**config.mk**
```make
export PLATFORM = sky130hd
export DESIGN_NAME = clock_alarm_display
export DESIGN_NICKNAME = d
export VERILOG_FILES = /design/src/rtl/clock_pkg.sv /design/src/rtl/clock_alarm_display_bcd_seg7.sv /design/src/rtl/clock_alarm_display.sv
export SDC_FILE = /design/constraint.sdc
export NUM_CORES = 1
export LEC_CHECK = 0
export ABC_AREA = 1
export CAP_MARGIN = 0
export CORE_UTILIZATION = 55
export DETAILED_ROUTE_END_ITERATION = 16
export GPL_TIMING_DRIVEN = 0
export PLACE_DENSITY = 0.73
export SYNTH_ARGS = -nofsm -noshare
export SYNTH_HDL_FRONTEND = slang
export SYNTH_SLANG_ARGS = --single-unit
```
**constraint.sdc**
```tcl
create_clock -name CP -period 9.39 [get_ports CP]
set_input_delay 1.878 -clock CP [delete_from_list [all_inputs] [get_ports CP]]
set_output_delay 1.878 -clock CP [all_outputs]
set_load 0.02 [all_outputs]
```
**src/rtl/clock_pkg.sv**
```systemverilog
// Shared state encodings, segment patterns, digit positions and BCD helpers
// for the multiplexed alarm clock.
package clock_pkg;

    typedef logic [2:0] state_t;

    localparam state_t ST_RUN     = 3'd0;
    localparam state_t ST_SET_HR  = 3'd1;
    localparam state_t ST_SET_MIN = 3'd2;
    localparam state_t ST_SET_SEC = 3'd3;
    localparam state_t ST_ALM_HR  = 3'd4;
    localparam state_t ST_ALM_MIN = 3'd5;

    localparam logic [6:0] SEG_DASH  = 7'b100_0000;
    localparam logic [6:0] SEG_A     = 7'b111_0111;
    localparam logic [6:0] SEG_P     = 7'b111_0011;
    localparam logic [6:0] SEG_BLANK = 7'b000_0000;

    localparam logic [2:0] POS_H1     = 3'd7;
    localparam logic [2:0] POS_H0     = 3'd6;
    localparam logic [2:0] POS_SEP_HM = 3'd5;
    localparam logic [2:0] POS_M1     = 3'd4;
    localparam logic [2:0] POS_M0     = 3'd3;
    localparam logic [2:0] POS_SEP_MS = 3'd2;
    localparam logic [2:0] POS_S1     = 3'd1;
    localparam logic [2:0] POS_S0     = 3'd0;

    // Two-digit BCD increment that wraps to 00 after 'last'.
    function automatic logic [7:0] bcd_inc(input logic [7:0] v, input logic [7:0] last);
        logic [7:0] r;
        if (v == last)
            r = 8'h00;
        else if (v[3:0] == 4'd9)
            r = {v[7:4] + 4'd1, 4'd0};
        else
            r = {v[7:4], v[3:0] + 4'd1};
        return r;
    endfunction

    function automatic logic [6:0] bcd_to_bin(input logic [7:0] v);
        return {3'b000, v[7:4]} * 7'd10 + {3'b000, v[3:0]};
    endfunction

endpackage

```
**src/rtl/clock_alarm_display_bcd_seg7.sv**
```systemverilog
// BCD digit to gfedcba segment decoder; non-decimal codes decode to blank.
module bcd_seg7
    import clock_pkg::*;
(
    input  logic [3:0] bcd,
    output logic [6:0] seg
);

    always_comb begin
        case (bcd)
            4'd0:    seg = 7'b011_1111;
            4'd1:    seg = 7'b000_0110;
            4'd2:    seg = 7'b101_1011;
            4'd3:    seg = 7'b100_1111;
            4'd4:    seg = 7'b110_0110;
            4'd5:    seg = 7'b110_1101;
            4'd6:    seg = 7'b111_1101;
            4'd7:    seg = 7'b000_0111;
            4'd8:    seg = 7'b111_1111;
            4'd9:    seg = 7'b110_1111;
            default: seg = SEG_BLANK;
        endcase
    end

endmodule

```
**src/rtl/clock_alarm_display.sv**
```systemverilog
// hh:mm:ss clock with 12/24 h display, button set mode, alarm, hourly chime
// and an 8-position multiplexed 7-segment driver.
module clock_alarm_display
    import clock_pkg::*;
#(
    parameter int unsigned CLK_HZ      = 50_000_000,
    parameter int unsigned SCAN_DIV    = 6250,
    parameter int unsigned ALARM_SEC   = 30,
    parameter int unsigned CHIME_START = 55
) (
    input  logic       CP,
    input  logic       rst,
    input  logic       EN,
    input  logic       mode_12h,
    input  logic       btn_set,
    input  logic       btn_inc,
    input  logic       alarm_en,
    input  logic       alarm_clr,
    output logic [7:0] ledsel,
    output logic [6:0] led,
    output logic       ring,
    output logic       tick_1hz,
    output logic [2:0] set_state
);

    localparam int unsigned PW = $clog2(CLK_HZ);
    localparam int unsigned SW = (SCAN_DIV > 1) ? $clog2(SCAN_DIV) : 1;

    state_t        state;
    logic [PW-1:0] presc;
    logic [SW-1:0] scan_cnt;
    logic [2:0]    pos;
    logic [7:0]    hour, minute, second;
    logic [7:0]    al_hr, al_min;
    logic [7:0]    alarm_cnt;
    logic          alarm_active;

    logic          blink, running, advance, trigger;
    logic          show_alarm, pm, blank;
    logic [7:0]    t_hr, t_min, t_sec;
    logic [7:0]    disp_hr24, disp_hr, disp_min, disp_sec;
    logic [6:0]    hr_bin, hr12_bin, sec_bin, digit_seg;
    logic [3:0]    digit;

    assign tick_1hz  = EN && (presc == PW'(CLK_HZ - 1));
    assign blink     = presc < PW'(CLK_HZ / 2);
    assign running   = (state == ST_RUN) || (state == ST_ALM_HR) || (state == ST_ALM_MIN);
    assign advance   = tick_1hz && running;
    assign set_state = state;
    assign ledsel    = ~(8'd1 << pos);

    always_comb begin
        t_sec = bcd_inc(second, 8'h59);
        t_min = minute;
        t_hr  = hour;
        if (second == 8'h59) begin
            t_min = bcd_inc(minute, 8'h59);
            if (minute == 8'h59)
                t_hr = bcd_inc(hour, 8'h23);
        end
    end

    assign trigger = advance && alarm_en && (t_hr == al_hr) && (t_min == al_min) && (t_sec == 8'h00);

    always_ff @(posedge CP or posedge rst) begin
        if (rst) begin
            state  <= ST_RUN;
            hour   <= '0;
            minute <= '0;
            second <= '0;
            al_hr  <= '0;
            al_min <= '0;
        end else begin
            if (btn_set) begin
                state <= (state == ST_ALM_MIN) ? ST_RUN : state + 3'd1;
            end else if (btn_inc) begin
                case (state)
                    ST_SET_HR:  hour   <= bcd_inc(hour, 8'h23);
                    ST_SET_MIN: minute <= bcd_inc(minute, 8'h59);
                    ST_SET_SEC: second <= 8'h00;
                    ST_ALM_HR:  al_hr  <= bcd_inc(al_hr, 8'h23);
                    ST_ALM_MIN: al_min <= bcd_inc(al_min, 8'h59);
                    default: ;
                endcase
            end
            // advance only happens outside SET_*, so it never collides with a time edit
            if (advance) begin
                hour   <= t_hr;
                minute <= t_min;
                second <= t_sec;
            end
        end
    end

    always_ff @(posedge CP or posedge rst) begin
        if (rst)
            presc <= '0;
        else if ((state == ST_SET_SEC) && btn_inc && !btn_set)
            presc <= '0;
        else if (EN)
            presc <= tick_1hz ? '0 : presc + 1'b1;
    end

    // A clear or disarm outranks a trigger in the same cycle.
    always_ff @(posedge CP or posedge rst) begin
        if (rst) begin
            alarm_active <= 1'b0;
            alarm_cnt    <= '0;
        end else if (alarm_clr || !alarm_en) begin
            alarm_active <= 1'b0;
        end else if (trigger) begin
            alarm_active <= 1'b1;
            alarm_cnt    <= 8'(ALARM_SEC);
        end else if (alarm_active && tick_1hz) begin
            alarm_cnt <= alarm_cnt - 8'd1;
            if (alarm_cnt == 8'd1)
                alarm_active <= 1'b0;
        end
    end

    assign sec_bin = bcd_to_bin(second);

    always_ff @(posedge CP or posedge rst) begin
        if (rst)
            ring <= 1'b0;
        else
            ring <= alarm_active ? blink : ((minute == 8'h59) && (sec_bin >= 7'(CHIME_START)));
    end

    always_ff @(posedge CP or posedge rst) begin
        if (rst) begin
            scan_cnt <= '0;
            pos      <= POS_H1;
        end else if (scan_cnt == SW'(SCAN_DIV - 1)) begin
            scan_cnt <= '0;
            pos      <= pos - 3'd1;
        end else begin
            scan_cnt <= scan_cnt + 1'b1;
        end
    end

    assign show_alarm = (state == ST_ALM_HR) || (state == ST_ALM_MIN);
    assign disp_hr24  = show_alarm ? al_hr  : hour;
    assign disp_min   = show_alarm ? al_min : minute;
    assign disp_sec   = show_alarm ? 8'h00  : second;
    assign pm         = disp_hr24 >= 8'h12;
    assign hr_bin     = bcd_to_bin(disp_hr24);

    always_comb begin
        if (hr_bin == 7'd0)
            hr12_bin = 7'd12;
        else if (hr_bin > 7'd12)
            hr12_bin = hr_bin - 7'd12;
        else
            hr12_bin = hr_bin;
        if (!mode_12h)
            disp_hr = disp_hr24;
        else if (hr12_bin >= 7'd10)
            disp_hr = {4'd1, 4'(hr12_bin - 7'd10)};
        else
            disp_hr = {4'd0, hr12_bin[3:0]};
    end

    always_comb begin
        case (pos)
            POS_H1:  digit = disp_hr[7:4];
            POS_H0:  digit = disp_hr[3:0];
            POS_M1:  digit = disp_min[7:4];
            POS_M0:  digit = disp_min[3:0];
            POS_S1:  digit = disp_sec[7:4];
            POS_S0:  digit = disp_sec[3:0];
            default: digit = 4'hF;
        endcase
    end

    bcd_seg7 u_seg (
        .bcd (digit),
        .seg (digit_seg)
    );

    always_comb begin
        case (pos)
            POS_H1, POS_H0: blank = (state == ST_SET_HR) || (state == ST_ALM_HR);
            POS_M1, POS_M0: blank = (state == ST_SET_MIN) || (state == ST_ALM_MIN);
            POS_S1, POS_S0: blank = (state == ST_SET_SEC);
            default:        blank = 1'b0;
        endcase
        if (pos == POS_SEP_HM)
            led = mode_12h ? (pm ? SEG_P : SEG_A) : SEG_DASH;
        else if (pos == POS_SEP_MS)
            led = SEG_DASH;
        else
            led = digit_seg;
        if (blank && !blink)
            led = SEG_BLANK;
    end

endmodule

```
==> results of run 1 <==
[path summary, 6_finish.rpt]
kind | cells after the start | start | slack (ns) | end
max | 32 | set_state[1] | 1.15 | led[3]
min | 2 | pos[1] | 0.53 | pos[1]
max reg2reg | 17 | second[1] | 6.20 | alarm_cnt[7]
min reg2reg | 2 | pos[1] | 0.53 | pos[1]
max in group asynchronous | 3 | rst | 6.86 | presc[23]
min in group asynchronous | 2 | rst | 1.87 | ring
[power groups by stage]
stage / Sequential, mW / Combinational, mW / Clock (mW)
after global routing: 0.669 / 1.87 / 0.378
after CTS: 0.646 / 1.65 / 0.365
after detailed placement: 0.653 / 1.63 / 0
after floorplan: 0.622 / 1.28 / 0
final: 0.651 / 1.65 / 0.358
after global placement: 0.653 / 1.60 / 0
[worst register-to-register path, stage by stage (launching register included)]
cell	delay, ns
dfrtp_1	0.42
inv_1	0.12
ha_1	0.15
nand2_1	0.08
nor2_4	0.20
nand4_4	0.23
nor2_8	0.22
buf_6	0.18
nand2_1	0.06
o21ai_1	0.16
xor2_1	0.16
nor3_1	0.17
nand4_1	0.15
nor2_2	0.15
nand4_4	0.17
a21oi_4	0.30
nand3_1	0.11
o21ai_1	0.10
[logic make-up after synthesis]
kind of cell / synth area share, %
xor+xnor: 4.80
flops: 30.4
simple gates: 30.6
buf+inv: 10.9
compound gates: 14.6
fa+ha+maj: 8.68
[layout make-up]
cell class / count / area share (%)
well taps: 180 / 2.61
plain buffers: 13 / 0.825
clock inverters: 7 / 0.652
inverters: 209 / 9.12
flip-flops and latches: 95 / 27.6
multi-input cells: 788 / 53.3
clock buffers: 9 / 2.61
repair buffers: 27 / 3.33
[metrics by stage]
step | power (mW) | area [sq um] | hold WS, ns | cells
final | 2.66 | 8640 | 0.526 | 1328
after global routing | 2.92 | 8640 | 0.564 | 1328
after CTS | 2.66 | 8640 | 0.530 | 1328
after detailed placement | 2.29 | 8360 | 0.520 | 1312
after global placement | 2.25 | 8330 | 0.504 | 1311
after floorplan | 1.90 | 7840 | 0.464 | 1105
[cells in the final DEF (no fill, tap or decap), drive strengths merged, types with 7 or more instances in the layout]
cell type        n
inv            211
xor2            37
o21ai           76
clkbuf          18
ha              48
o221ai           9
nand2          198
o22ai           27
nand4           31
dfrtp           92
nor4            14
nor3            39
or2             14
a21oi           40
nor2           101
a211oi           7
nand3           96
clkdlybuf4s50   26
[sequential cells by signal (all words and copies together) (netlist names), 3 cells and up]
signal and cells:
alarm_cnt 8, presc 26, pos 3, scan_cnt 13, al_hr 8, minute 8, hour 8, second 8
set_state 3, al_min 8
[metal layers]
metal,up-vias,wire length [um]
li1,3758,-
met1,3458,9020
met2,196,9280
met3,23,879
met4,0,308
met5,-,0
==> metrics.cfg, run 1 <==
[setup_path]
path_delay_family=simple AND/OR/NAND/NOR gates
crit_top_cell=nand2_1
critical_path_arrival_ns=6.36
worst-path-buf-inv=8
path_max_fanout=10
critical_path_class=flip-flop to primary output
cp-end-kind=primary output
crit_path_top_delay_cell=clkdlybuf4s50_1
cp_slowest_stage_delay_ns=0.60
critPathRequiredTime_ns=7.51
crit_path_start_kind=flip-flop

[run]
cap_violations=0

[placement]
finalWeightedCongestion=0.954
portBuffers=26
dp_hpwl_um=15200
dp_slack_ns=1.52

[route]
wl_um=19500
routed-via-count=7435
wl_per_cell_um=14.7
drt-vias-per-instance=5.60
firstDrtPassIters=5
drc=0
drtAntennaViolNets=0
drtIter0Drc=483

[sta]
setup_slack_ns=1.15
hold_viol=0
finalCritPeriodShare_pct=87.8
setup_violations=0
fmax_mhz=121
final.setup.tns_ns=0
slew_headroom_pct=52.6
finalClockSkew_ns=0.00924
tightest_slew_ns=0.705
rsz0062_at_grt=false
period_needed_ns=8.24
drv_slew=0

[floorplanning]
coreArea_sq_um=13900
die_w_um=121
io_pins=28
die_h_um=121
dieArea_sq_um=14700
rows=43
start_util_pct=56.5

[power_and_ir_drop]
peakVddDrop_v=0.000184
power_frac_seq_pct=24.5
power_density_nw_per_um2=308
p_sw_share_pct=51.2
p_int_mw=1.30
leakage_nw=4.22
p_comb_share_pct=62.0
p_sw_mw=1.36
pwr-share-clk_pct=13.5

[synth]
synth_area_sq_um=7840
synth_top_area_share_pct=29.4
synth_common_cells=inv_1 (199), nand2_1 (189), nor2_1 (96)
synth_seq_cells=95
yosysMostFrequentCell=inv_1
synth_area_leader_cell=dfrtp_1
synth_warnings=0
synth_edf_count=0
synth_area_leaders=dfrtp_1 (29%), inv_1 (9.5%), nand2_1 (9.0%)
yosysSeqAreaShare_pct=30.4
synthFlopType=dfrtp_1
synthArstFlopShare_pct=100
syn_area_per_cell_sq_um=7.10
synth_nets=1165
syn_inst=1105
synth.distinct_cells=56

[final_layout]
ff_latch_area_sq_um=2380
antenna_cells=0
multi_input_comb_area_sq_um=4600
drive_gt1_share_pct=7.06
syn2layout_area_growth_pct=10.2
final_util_pct=62.2
layout.nets=1203
fillers=1305

[clock_tree]
cts-root-buf=clkbuf_16
clk_latency_ns=0.36
cts_sinks=95
clockBufferDepth=2
cts_tree=yes
clk_pin_slew_ns=0.07
htreeDepth=3
numCtsBuffers=9
cts_resized=0
holdBufCountCts=0
post_cts_buffers=0

[hold_path]
min_path_type=flip-flop to flip-flop

[global_route]
antenna_found_initial=0
busiest_layer=met2
grt_usage_pct=28.3
met3_usage_pct=2.35
gr-usage-met1_pct=38.3
grt-ovfl-total=0
grt_max_degree=66
grt_pass1_wl_um=32900
grt_pass1_vias=6912
gr-usage-met2_pct=47.7

[status]
status=complete, no violations

Power figures use the tool's default switching activity.
==> inputs of run 2 (changes only) <==
--- a/config.mk
+++ b/config.mk
@@ -11,6 +11,7 @@
 export DETAILED_ROUTE_END_ITERATION = 16
 export GPL_TIMING_DRIVEN = 0
 export PLACE_DENSITY = 0.73
+export SLEW_MARGIN = 5
 export SYNTH_ARGS = -nofsm -noshare
 export SYNTH_HDL_FRONTEND = slang
 export SYNTH_SLANG_ARGS = --single-unit
==> results of run 2 <==
Same layout as run 1: the final DEF is identical, and so are final timing and power.
==> inputs of run 3 (changes only) <==
--- a/config.mk
+++ b/config.mk
@@ -8,9 +8,11 @@
 export ABC_AREA = 1
 export CAP_MARGIN = 0
 export CORE_UTILIZATION = 55
+export CTS_CLUSTER_DIAMETER = 60
 export DETAILED_ROUTE_END_ITERATION = 16
 export GPL_TIMING_DRIVEN = 0
 export PLACE_DENSITY = 0.73
+export SETUP_SLACK_MARGIN = 0.3
 export SLEW_MARGIN = 5
 export SYNTH_ARGS = -nofsm -noshare
 export SYNTH_HDL_FRONTEND = slang
==> results of run 3 <==
Same layout as run 1: the final DEF is identical, and so are final timing and power.
